### config.mk
export PLATFORM = sky130hd
export DESIGN_NAME = onchip_flash_ctrl_flat
export DESIGN_NICKNAME = d
export VERILOG_FILES = /design/src/rtl/onchip_flash_pkg.sv /design/src/rtl/onchip_flash_ctrl_if.sv /design/src/rtl/onchip_flash_ctrl.sv /design/src/flat_wrapper.sv
export SDC_FILE = /design/constraint.sdc
export NUM_CORES = 1
export LEC_CHECK = 0
export ABC_AREA = 0
export CAP_MARGIN = 20
export CORE_UTILIZATION = 40
export CTS_BUF_LIST = sky130_fd_sc_hd__clkbuf_8
export DETAILED_ROUTE_END_ITERATION = 8
export PLACE_DENSITY = 0.83
export SETUP_SLACK_MARGIN = 0.4
export SYNTH_ARGS = -nofsm -noshare
export SYNTH_HDL_FRONTEND = slang
export SYNTH_SLANG_ARGS = --single-unit
### constraint.sdc
create_clock -name clock -period 3.9 [get_ports clock]
set_clock_uncertainty 0.15 [all_clocks]
set_input_delay 0.78 -clock clock [delete_from_list [all_inputs] [get_ports clock]]
set_output_delay 0.78 -clock clock [all_outputs]
set_load 0.02 [all_outputs]
### src/rtl/onchip_flash_pkg.sv
// Shared encodings for the on-chip flash controller: command opcodes, CSR map,
// FSM state enum and the control-register word builder.
package onchip_flash_pkg;

  typedef enum logic [1:0] {
    OP_READ  = 2'b00,
    OP_WRITE = 2'b01,
    OP_ERASE = 2'b10,
    OP_RSVD  = 2'b11
  } cmd_op_e;

  localparam logic CSR_STATUS_ADDR = 1'b0;
  localparam logic CSR_CTRL_ADDR   = 1'b1;

  localparam int STAT_BUSY_LSB  = 0;
  localparam int STAT_WRITE_OK  = 3;
  localparam int STAT_ERASE_OK  = 4;

  localparam int CTRL_PAGE_LSB   = 0;
  localparam int CTRL_SECTOR_LSB = 20;
  localparam int CTRL_WP_LSB     = 23;

  localparam logic [2:0]  SECTOR_NONE = 3'b111;
  localparam logic [19:0] PAGE_NONE   = 20'hFFFFF;

  typedef enum logic [3:0] {
    S_IDLE,
    S_UNPROT,
    S_ERASE,
    S_WR,
    S_RD,
    S_POLL,
    S_CHECK,
    S_REPROT,
    S_RESP
  } state_e;

  // Control word with page erase disabled; sector 3'b111 means no sector erase.
  function automatic logic [31:0] ctrl_word(input logic [4:0] wp, input logic [2:0] sector);
    logic [31:0] w;
    w = '0;
    w[CTRL_PAGE_LSB +: 20]  = PAGE_NONE;
    w[CTRL_SECTOR_LSB +: 3] = sector;
    w[CTRL_WP_LSB +: 5]     = wp;
    return w;
  endfunction

endpackage

### src/rtl/onchip_flash_ctrl_if.sv
// Command/response and Avalon-MM bus bundles for the on-chip flash controller.
// Handshake: a command transfers on a rising clock edge where cmd_valid and cmd_ready are both high;
// the requester holds cmd_valid and all cmd_* fields stable until that edge. resp_valid is a
// one-cycle pulse with no back-pressure.
interface flash_cmd_if;
  logic        cmd_valid;
  logic        cmd_ready;
  logic [1:0]  cmd_op;
  logic [16:0] cmd_addr;
  logic [2:0]  cmd_sector;
  logic [31:0] cmd_wdata;
  logic        resp_valid;
  logic [31:0] resp_rdata;
  logic        resp_error;

  modport master (
    output cmd_valid, cmd_op, cmd_addr, cmd_sector, cmd_wdata,
    input  cmd_ready, resp_valid, resp_rdata, resp_error
  );
  modport slave (
    input  cmd_valid, cmd_op, cmd_addr, cmd_sector, cmd_wdata,
    output cmd_ready, resp_valid, resp_rdata, resp_error
  );
endinterface

interface flash_avmm_if;
  logic        avmm_csr_addr;
  logic        avmm_csr_read;
  logic        avmm_csr_write;
  logic [31:0] avmm_csr_writedata;
  logic [31:0] avmm_csr_readdata;
  logic [16:0] avmm_data_addr;
  logic        avmm_data_read;
  logic        avmm_data_write;
  logic [31:0] avmm_data_writedata;
  logic [1:0]  avmm_data_burstcount;
  logic [31:0] avmm_data_readdata;
  logic        avmm_data_waitrequest;
  logic        avmm_data_readdatavalid;

  modport master (
    output avmm_csr_addr, avmm_csr_read, avmm_csr_write, avmm_csr_writedata,
    output avmm_data_addr, avmm_data_read, avmm_data_write, avmm_data_writedata,
    output avmm_data_burstcount,
    input  avmm_csr_readdata, avmm_data_readdata, avmm_data_waitrequest, avmm_data_readdatavalid
  );
  modport slave (
    input  avmm_csr_addr, avmm_csr_read, avmm_csr_write, avmm_csr_writedata,
    input  avmm_data_addr, avmm_data_read, avmm_data_write, avmm_data_writedata,
    input  avmm_data_burstcount,
    output avmm_csr_readdata, avmm_data_readdata, avmm_data_waitrequest, avmm_data_readdatavalid
  );
endinterface

### src/rtl/onchip_flash_ctrl.sv
// Avalon-MM initiator for the on-chip flash: one command at a time, with write-protect
// lifted around each write/erase and status polling until the flash goes idle.
module onchip_flash_ctrl
  import onchip_flash_pkg::*;
#(
  parameter logic [23:0] POLL_LIMIT = 24'd1048575,
  parameter logic [4:0]  WP_MASK    = 5'b11111
) (
  input  logic        clock,
  input  logic        reset,
  flash_cmd_if.slave  cmd,
  flash_avmm_if.master avmm,
  output state_e      state_o
);

  state_e      state_q, state_d;
  cmd_op_e     op_q, op_d;
  logic [16:0] addr_q, addr_d;
  logic [2:0]  sector_q, sector_d;
  logic [31:0] wdata_q, wdata_d;
  logic [31:0] rdata_q, rdata_d;
  logic [1:0]  stat_ok_q, stat_ok_d;   // {erase ok, write ok} from the final status read
  logic        err_q, err_d;
  logic [23:0] poll_cnt_q, poll_cnt_d;
  logic        poll_ph_q, poll_ph_d;
  logic        rd_acc_q, rd_acc_d;

  logic unused_status;
  assign unused_status = ^{avmm.avmm_csr_readdata[31:5], avmm.avmm_csr_readdata[2]};

  assign state_o                   = state_q;
  assign avmm.avmm_data_burstcount = 2'd1;

  always_ff @(posedge clock or posedge reset) begin
    if (reset) begin
      state_q    <= S_IDLE;
      op_q       <= OP_READ;
      addr_q     <= '0;
      sector_q   <= '0;
      wdata_q    <= '0;
      rdata_q    <= '0;
      stat_ok_q  <= '0;
      err_q      <= 1'b0;
      poll_cnt_q <= '0;
      poll_ph_q  <= 1'b0;
      rd_acc_q   <= 1'b0;
    end else begin
      state_q    <= state_d;
      op_q       <= op_d;
      addr_q     <= addr_d;
      sector_q   <= sector_d;
      wdata_q    <= wdata_d;
      rdata_q    <= rdata_d;
      stat_ok_q  <= stat_ok_d;
      err_q      <= err_d;
      poll_cnt_q <= poll_cnt_d;
      poll_ph_q  <= poll_ph_d;
      rd_acc_q   <= rd_acc_d;
    end
  end

  always_comb begin
    state_d    = state_q;
    op_d       = op_q;
    addr_d     = addr_q;
    sector_d   = sector_q;
    wdata_d    = wdata_q;
    rdata_d    = rdata_q;
    stat_ok_d  = stat_ok_q;
    err_d      = err_q;
    poll_cnt_d = poll_cnt_q;
    poll_ph_d  = poll_ph_q;
    rd_acc_d   = rd_acc_q;

    cmd.cmd_ready            = 1'b0;
    cmd.resp_valid           = 1'b0;
    cmd.resp_rdata           = '0;
    cmd.resp_error           = 1'b0;
    avmm.avmm_csr_addr       = 1'b0;
    avmm.avmm_csr_read       = 1'b0;
    avmm.avmm_csr_write      = 1'b0;
    avmm.avmm_csr_writedata  = '0;
    avmm.avmm_data_addr      = '0;
    avmm.avmm_data_read      = 1'b0;
    avmm.avmm_data_write     = 1'b0;
    avmm.avmm_data_writedata = '0;

    case (state_q)
      S_IDLE: begin
        cmd.cmd_ready = 1'b1;
        if (cmd.cmd_valid) begin
          op_d       = cmd_op_e'(cmd.cmd_op);
          addr_d     = cmd.cmd_addr;
          sector_d   = cmd.cmd_sector;
          wdata_d    = cmd.cmd_wdata;
          rdata_d    = '0;
          err_d      = 1'b0;
          poll_cnt_d = '0;
          poll_ph_d  = 1'b0;
          rd_acc_d   = 1'b0;
          case (cmd_op_e'(cmd.cmd_op))
            OP_READ:  state_d = S_RD;
            OP_WRITE,
            OP_ERASE: state_d = S_UNPROT;
            default: begin
              err_d   = 1'b1;
              state_d = S_RESP;
            end
          endcase
        end
      end

      S_UNPROT: begin
        avmm.avmm_csr_write     = 1'b1;
        avmm.avmm_csr_addr      = CSR_CTRL_ADDR;
        avmm.avmm_csr_writedata = ctrl_word(5'b00000, SECTOR_NONE);
        state_d = (op_q == OP_WRITE) ? S_WR : S_ERASE;
      end

      S_ERASE: begin
        avmm.avmm_csr_write     = 1'b1;
        avmm.avmm_csr_addr      = CSR_CTRL_ADDR;
        avmm.avmm_csr_writedata = ctrl_word(5'b00000, sector_q);
        state_d = S_POLL;
      end

      S_WR: begin
        avmm.avmm_data_write     = 1'b1;
        avmm.avmm_data_addr      = addr_q;
        avmm.avmm_data_writedata = wdata_q;
        if (!avmm.avmm_data_waitrequest) state_d = S_POLL;
      end

      // Address phase until accepted, then wait for the returned word.
      S_RD: begin
        avmm.avmm_data_read = !rd_acc_q;
        avmm.avmm_data_addr = addr_q;
        if (!rd_acc_q && !avmm.avmm_data_waitrequest) rd_acc_d = 1'b1;
        if (rd_acc_q && avmm.avmm_data_readdatavalid) begin
          rdata_d = avmm.avmm_data_readdata;
          state_d = S_RESP;
        end
      end

      // Phase 0 strobes the status read; phase 1 sees its data.
      S_POLL: begin
        if (!poll_ph_q) begin
          avmm.avmm_csr_read = 1'b1;
          avmm.avmm_csr_addr = CSR_STATUS_ADDR;
          poll_cnt_d = poll_cnt_q + 24'd1;
          poll_ph_d  = 1'b1;
        end else begin
          poll_ph_d = 1'b0;
          if (avmm.avmm_csr_readdata[STAT_BUSY_LSB +: 2] == 2'b00) begin
            stat_ok_d = {avmm.avmm_csr_readdata[STAT_ERASE_OK], avmm.avmm_csr_readdata[STAT_WRITE_OK]};
            state_d   = S_CHECK;
          end else if (poll_cnt_q >= POLL_LIMIT) begin
            err_d   = 1'b1;
            state_d = S_REPROT;
          end
        end
      end

      S_CHECK: begin
        if ((op_q == OP_WRITE) ? !stat_ok_q[0] : !stat_ok_q[1]) err_d = 1'b1;
        state_d = S_REPROT;
      end

      S_REPROT: begin
        avmm.avmm_csr_write     = 1'b1;
        avmm.avmm_csr_addr      = CSR_CTRL_ADDR;
        avmm.avmm_csr_writedata = ctrl_word(WP_MASK, SECTOR_NONE);
        state_d = S_RESP;
      end

      S_RESP: begin
        cmd.resp_valid = 1'b1;
        cmd.resp_rdata = rdata_q;
        cmd.resp_error = err_q;
        state_d = S_IDLE;
      end

      default: state_d = S_IDLE;
    endcase
  end

endmodule

### src/flat_wrapper.sv
// flat-port wrapper written by rule: the top's interface ports become plain ports
module onchip_flash_ctrl_flat import onchip_flash_pkg::*;
#(
  parameter logic [23:0] POLL_LIMIT = 24'd1048575,
  parameter logic [4:0]  WP_MASK    = 5'b11111
)
  (clock, reset, state_o, cmd_cmd_valid, cmd_cmd_op, cmd_cmd_addr, cmd_cmd_sector, cmd_cmd_wdata, cmd_cmd_ready, cmd_resp_valid, cmd_resp_rdata, cmd_resp_error, avmm_avmm_csr_addr, avmm_avmm_csr_read, avmm_avmm_csr_write, avmm_avmm_csr_writedata, avmm_avmm_data_addr, avmm_avmm_data_read, avmm_avmm_data_write, avmm_avmm_data_writedata, avmm_avmm_data_burstcount, avmm_avmm_csr_readdata, avmm_avmm_data_readdata, avmm_avmm_data_waitrequest, avmm_avmm_data_readdatavalid);
  flash_cmd_if cmd_i ();
  flash_avmm_if avmm_i ();
  input  logic clock;
  input  logic reset;
  output state_e state_o;
  input wire logic [$bits(cmd_i.cmd_valid)-1:0] cmd_cmd_valid;
  input wire logic [$bits(cmd_i.cmd_op)-1:0] cmd_cmd_op;
  input wire logic [$bits(cmd_i.cmd_addr)-1:0] cmd_cmd_addr;
  input wire logic [$bits(cmd_i.cmd_sector)-1:0] cmd_cmd_sector;
  input wire logic [$bits(cmd_i.cmd_wdata)-1:0] cmd_cmd_wdata;
  output wire logic [$bits(cmd_i.cmd_ready)-1:0] cmd_cmd_ready;
  output wire logic [$bits(cmd_i.resp_valid)-1:0] cmd_resp_valid;
  output wire logic [$bits(cmd_i.resp_rdata)-1:0] cmd_resp_rdata;
  output wire logic [$bits(cmd_i.resp_error)-1:0] cmd_resp_error;
  output wire logic [$bits(avmm_i.avmm_csr_addr)-1:0] avmm_avmm_csr_addr;
  output wire logic [$bits(avmm_i.avmm_csr_read)-1:0] avmm_avmm_csr_read;
  output wire logic [$bits(avmm_i.avmm_csr_write)-1:0] avmm_avmm_csr_write;
  output wire logic [$bits(avmm_i.avmm_csr_writedata)-1:0] avmm_avmm_csr_writedata;
  output wire logic [$bits(avmm_i.avmm_data_addr)-1:0] avmm_avmm_data_addr;
  output wire logic [$bits(avmm_i.avmm_data_read)-1:0] avmm_avmm_data_read;
  output wire logic [$bits(avmm_i.avmm_data_write)-1:0] avmm_avmm_data_write;
  output wire logic [$bits(avmm_i.avmm_data_writedata)-1:0] avmm_avmm_data_writedata;
  output wire logic [$bits(avmm_i.avmm_data_burstcount)-1:0] avmm_avmm_data_burstcount;
  input wire logic [$bits(avmm_i.avmm_csr_readdata)-1:0] avmm_avmm_csr_readdata;
  input wire logic [$bits(avmm_i.avmm_data_readdata)-1:0] avmm_avmm_data_readdata;
  input wire logic [$bits(avmm_i.avmm_data_waitrequest)-1:0] avmm_avmm_data_waitrequest;
  input wire logic [$bits(avmm_i.avmm_data_readdatavalid)-1:0] avmm_avmm_data_readdatavalid;
  assign cmd_i.cmd_valid = cmd_cmd_valid;
  assign cmd_i.cmd_op = cmd_cmd_op;
  assign cmd_i.cmd_addr = cmd_cmd_addr;
  assign cmd_i.cmd_sector = cmd_cmd_sector;
  assign cmd_i.cmd_wdata = cmd_cmd_wdata;
  assign cmd_cmd_ready = cmd_i.cmd_ready;
  assign cmd_resp_valid = cmd_i.resp_valid;
  assign cmd_resp_rdata = cmd_i.resp_rdata;
  assign cmd_resp_error = cmd_i.resp_error;
  assign avmm_avmm_csr_addr = avmm_i.avmm_csr_addr;
  assign avmm_avmm_csr_read = avmm_i.avmm_csr_read;
  assign avmm_avmm_csr_write = avmm_i.avmm_csr_write;
  assign avmm_avmm_csr_writedata = avmm_i.avmm_csr_writedata;
  assign avmm_avmm_data_addr = avmm_i.avmm_data_addr;
  assign avmm_avmm_data_read = avmm_i.avmm_data_read;
  assign avmm_avmm_data_write = avmm_i.avmm_data_write;
  assign avmm_avmm_data_writedata = avmm_i.avmm_data_writedata;
  assign avmm_avmm_data_burstcount = avmm_i.avmm_data_burstcount;
  assign avmm_i.avmm_csr_readdata = avmm_avmm_csr_readdata;
  assign avmm_i.avmm_data_readdata = avmm_avmm_data_readdata;
  assign avmm_i.avmm_data_waitrequest = avmm_avmm_data_waitrequest;
  assign avmm_i.avmm_data_readdatavalid = avmm_avmm_data_readdatavalid;
  onchip_flash_ctrl #(.POLL_LIMIT(POLL_LIMIT), .WP_MASK(WP_MASK)) u_core (.clock(clock), .reset(reset), .cmd(cmd_i), .avmm(avmm_i), .state_o(state_o));
endmodule
=== After elaboration in Yosys (flattened, before gate mapping) ===
Cells that the tools add are included.

* Equality and inequality tests: 21
* Reduce and logical (&&, ||, !) cells: 24
* Order comparisons: 1
* $add $sub $neg: 1
* Multiplexer cells: 39

{| class="wikitable"
|+ Operator list
! operator !! number
|-
| 32-bit 2-to-1 mux || 4
|-
| 28-bit one-hot mux with 3 select lines || 1
|-
| 32-bit one-hot mux with 2 select lines || 1
|-
| 24-bit 2-to-1 mux || 2
|-
| 24-bit one-hot mux with 2 select lines || 1
|-
| 4-bit one-hot mux with 8 select lines || 1
|-
| 24-bit by 1-bit adder with 24-bit output, second input constant || 1
|-
| 24-bit by 20-bit greater-or-equal comparator with 1-bit output, second input constant || 1
|-
| 4-bit 2-to-1 mux || 6
|-
| 1-bit 2-to-1 mux || 18
|-
| 17-bit 2-to-1 mux || 1
|-
| 4-bit by 3-bit equality test with 1-bit output, second input constant || 4
|-
| 3-bit AND reduction || 4
|-
| 2-bit by 1-bit inequality test with 1-bit output, second input constant || 5
|-
| 4-bit by 2-bit equality test with 1-bit output, second input constant || 2
|-
| 2-bit inequality test, second input constant || 4
|-
| 4-bit one-hot mux with 2 select lines || 1
|-
| 6-bit AND reduction || 1
|-
| 3-bit OR reduction || 2
|-
| 5-bit AND reduction || 1
|-
| 2-bit by 1-bit equality test with 1-bit output, second input constant || 2
|-
| 4-bit by 1-bit equality test with 1-bit output, second input constant || 1
|-
| 4-bit equality test, second input constant || 1
|-
| 1-bit logical NOT || 4
|-
| 11 further kinds || 17
|}

* Input port bits: 123
* Logic and storage cells: 97
* Output and inout bits: 127
* Bits in registers: 119

=== Longest topological paths before layout ===
* Word-level depth: 5
* Depth in mapped cells: 10
* Mapped depth without buffers: 7

=== Worst setup path after synthesis ===
OpenSTA, ideal clock, no wires.

* Path kind: reg2out
* From: register u_core.state_q[0] (netlist: u_core.state_o[0])
* To: output avmm_avmm_csr_writedata[10]
* Data arrival time: 2499 ps
* Data required time: 2970 ps
* Slack: 471 ps
* Path buffers: 3
* Cell stages (with the launch flop): 7
* Cell sequence: dfrtp_1 > buf_6 > clkbuf_1 > nor2_1 > o21ai_0 > a21oi_1 > buf_4

* Longest elaborated chain between the ends: 2
* Elaborated cells between the ends (all ways): 4
* Those cells by class: 3 x eq/ne; 1 x mux

{| class="wikitable"
|+ Ends and longest elaborated chain
! item !! line !! RTL
|-
| start, declared || onchip_flash_ctrl.sv:16 || <nowiki>state_e state_q, state_d;</nowiki>
|-
| start signal, assigned || onchip_flash_ctrl.sv:48 || <nowiki>state_q <= state_d;</nowiki>
|-
| 4-bit by 3-bit equality test with 1-bit output (tied with other cells) || onchip_flash_ctrl.sv:88 || <nowiki>case (state_q)</nowiki>
|-
| 28-bit one-hot mux with 3 select lines * || onchip_flash_ctrl.sv:88 ||
|-
| end, declared || flat_wrapper.sv:25 || <nowiki>output wire logic [$bits(avmm_i.avmm_csr_writedata)-1:0] avmm_avmm_csr_writedata;</nowiki>
|}

Mark *: on every way between the ends. The rest lies on a longest branch, timed or not.

=== Worst setup path in the final report ===
* From: register u_core.state_q[1] (netlist: u_core.state_o[1])
* To: output avmm_avmm_csr_writedata[2]

Same word-level chain as after synthesis.

==> results.md <==
* Status: finished, final reports clean
* CP bufs+invs at 3
* RSZ-0062 raised after global routing: true
* DR iter-0 viols at 255
* Worst setup margin at 433 ps
* CP Max Fanout at 20
* CTS tree: done
* Ys flop type: dfrtp_1
* CTS Buf Count at 17
* Flop pwr share at 34.4%
* Switching part of the total power at 38.2%
* Most common cell after layout, fill and taps aside: nand2_1
* Worst min path class: register to register
* Row cnt at 44
* Leading cell types in the layout, fill and taps excluded: 248 x nand2_1, 207 x clkdlybuf4s50_1, 115 x dfrtp_1, 66 x and2_1, 41 x o21ai_0
* Hold Crit Depth at 2
* # IOs at 250
* Worst path max stage delay at 630 ps
* Final hold viol count at 0
* Yosys cell types at 47
* Area delta synth->final at 44.5%
* Register area share after synthesis at 49.6%
* Avg Cell Area, Syn at 8.39 µm²
* Synth Area in XOR/XNOR at 2.48%
* Area of placed instances at 8200 µm²
* DR WL/cell at 13.7 µm
* Simple-gate portion of the synthesized area at 32.1%
* Worst-path clk slew at 70 ps
* Adder-cell share of the synthesized area at 0.625%
* DP Worst Slack at 516 ps
* Worst Max-Slew Pin Slew at 906 ps
* Root Buffer: clkbuf_8
* RR Endpoint: u_core.poll_cnt_q[20]
* Arrival time worst endpoint at 2540 ps
* Largest family of logic cells by synthesized area: simple AND/OR/NAND/NOR gates
* DRT antenna net count at 0
* Worst r2r src: u_core.state_o[0]
* Relative slew slack at 39.5%
* Crit path launch type: register
* Yosys reg bits at 119
* Clk buf depth at 2
* CP max-delay cell: clkdlybuf4s50_1
* F_max at 0.288 GHz
* Leakage power at 3.99 nW
* DR vias at 5,351
* Compound-Gate Fraction of Synth Area at 7.15%
* Die area at 15,500 µm²
* Area taken by multi-input logic gates at 2670 µm²
* Final setup viols at 0
* Comb pwr share at 43.8%
* FF-to-FF path depth at 6
* Synthesized area at 6000 µm²
* Vias in the first global route at 5,161
* Hold Crit Endpoint: u_core.wdata_q[15]
* Worst skew pair latency at 450 ps
* Worst Setup End Kind: output port
* Post-synth EDFFs at 0
* Delay-heaviest family, CP: buffers and inverters
* Worst VDD drop at 353 µV
* Initial antenna violation count at 0
* Fillers at 1,258
* Drt drc at 0
* Multiplexer share of the synthesized area at 0.917%
* Post-Route WL at 15,000 µm
* Total GRT Usage at 20.0%
* Post-DP HPWL at 10,500 µm
* # Max-Cap Violations at 0
* Cells after Synth at 715
* Ys Warns at 0
* Initial Util at 41.1%
* Period Utilization, post-route at 88.9%
* H-tree depth at 4
* P_int at 0.00365 W
* Min-delay src: u_core.wdata_q[15]
* Worst hold slack at 316 ps
* Horiz. Die Dim at 124 µm
* Share of layout cells above drive strength 1 at 7.35%
* Clk pwr share at 21.7%
* First-pass GRT wire length at 24,700 µm
* FFs w/ async S/R, synth at 100%
* Die Y at 124 µm
* ANT cells at 0
* Tmin final at 3470 ps
* Largest net degree at the start of global routing at 65
* Clk sinks at 119
* Storage element area at 2990 µm²
* Design area at 8670 µm²
* Utilization after layout at 59.5%
* FF-to-FF setup slack at 1150 ps
* CP Class: register to output port
* Core area at 14,600 µm²
* Drt pass-1 iters at 4
* Vias/cell at 4.88
* Nets at 1,028
* IO buf count at 215
* TNS Setup at 0 ps
* Psw at 0.00225 W
* GP Congestion at 0.803
* Slew Limit Fails at 0
* Critical Path RT at 2970 ps
* CP Cell Sequence: inv_1, nand3_1, a21oi_1, buf_4, clkdlybuf4s50_1
* # hold bufs at CTS at 0
* PD cells at 681 nW/µm²
* Total congestion overflow at 0
cells by family (layout without fill, tap and decap cells):
| kind of cell | count (synthesis) | after routing |
|---|---|---|
| AND/OR/NAND/NOR | 415 | 415 |
| flip-flops | 119 | 119 |
| buffers and inverters | 80 | 273 |
| AO/OA/AOI/OAI | 74 | 74 |
| XOR/XNOR | 17 | 17 |
| multiplexers | 5 | 5 |
| adder cells (fa/ha/maj) | 3 | 3 |
| other | 2 | 6 |
state kept, by name, indices dropped and copies added, names as in the netlist:
name,cells
u_core.rd_acc_q,1
u_core.addr_q,17
u_core.poll_cnt_q,24
u_core.stat_ok_q,2
u_core.poll_ph_q,1
u_core.wdata_q,32
u_core.sector_q,3
u_core.rdata_q,32
u_core.err_q,1
u_core.state_o,4
u_core.op_q,2
how the worst max path moves through the flow:
stage	slack, ps	to	depth (start not counted)	from
after global routing	290	avmm_avmm_csr_writedata[18]	5	u_core.state_o[1]
after floorplan	470	avmm_avmm_csr_writedata[10]	6	u_core.state_o[0]
after global placement	630	u_core.poll_cnt_q[22]	6	cmd_cmd_valid
after CTS	400	avmm_avmm_csr_writedata[2]	5	u_core.state_o[1]
after detailed placement	520	u_core.poll_cnt_q[20]	6	cmd_cmd_valid
final	430	avmm_avmm_csr_writedata[2]	5	u_core.state_o[1]
worst register-to-register path: stages, from the launching register on:
cell and delay (ps):
dfrtp_2 500, buf_4 210, or3b_4 430, a2111oi_4 590, nand4_2 240, or3_1 390
a21oi_1 170
power by group through the flow:
stage               clock (W)  combinational, W  sequential [W]
finish                0.00128           0.00259         0.00203
global route          0.00137           0.00284         0.00210
CTS                   0.00131           0.00263         0.00203
detailed placement          0           0.00263         0.00204
global placement            0           0.00258         0.00202
floorplan                   0           0.00182         0.00193
Yosys cell counts, types with 2 or more instances:
library cell	count	area, µm²
nand2_1	249	935
dfrtp_1	119	2980
and2_1	67	419
o21ai_0	41	205
clkbuf_1	35	131
buf_4	30	225
nor2_1	28	105
nor2b_1	18	113
a21oi_1	16	80.1
nand3_1	14	70.1
xor2_1	13	114
inv_1	12	45.0
nand4_1	7	43.8
or3_1	7	43.8
and3_1	5	31.3
and4_1	4	35.0
nor3_1	4	20.0
xnor2_1	4	35.0
a21o_1	3	22.5
a31oi_1	3	18.8
ha_1	3	37.5
mux2_2	3	33.8
o21ai_1	3	15.0
conb_1	2	7.51
nand2b_1	2	12.5
or2_2	2	12.5
metrics by stage:
stage / std cells / total power (W)
after floorplan: 719 / 0.00375
after detailed placement: 1066 / 0.00467
after global routing: 1096 / 0.00630
after global placement: 1066 / 0.00459
final: 1096 / 0.00590
after CTS: 1096 / 0.00597
area by class of cell:
class	instances	share of cell area (%)
clock inverter	9	2.00
sequential	119	34.4
timing repair buffer	232	26.4
clock buffer	20	3.17
tap	184	2.65
inverter	12	0.563
multi-input combinational	520	30.8
per-layer routing:
layer  global-route usage [%]  routed length (µm)  share of wire, %
met5                        0                   0                 0
met4                     8.65                 326               2.2
met3                     7.99                1270               8.5
met2                     32.2                7100                47
met1                     23.5                6320                42
timing repair:
item,CTS,global route
pin swaps,1,0
buffers inserted,1,0
resized for setup,10,6
gates cloned,0,0
setup endpoints to repair,105,71
Power figures use the tool's default switching activity.
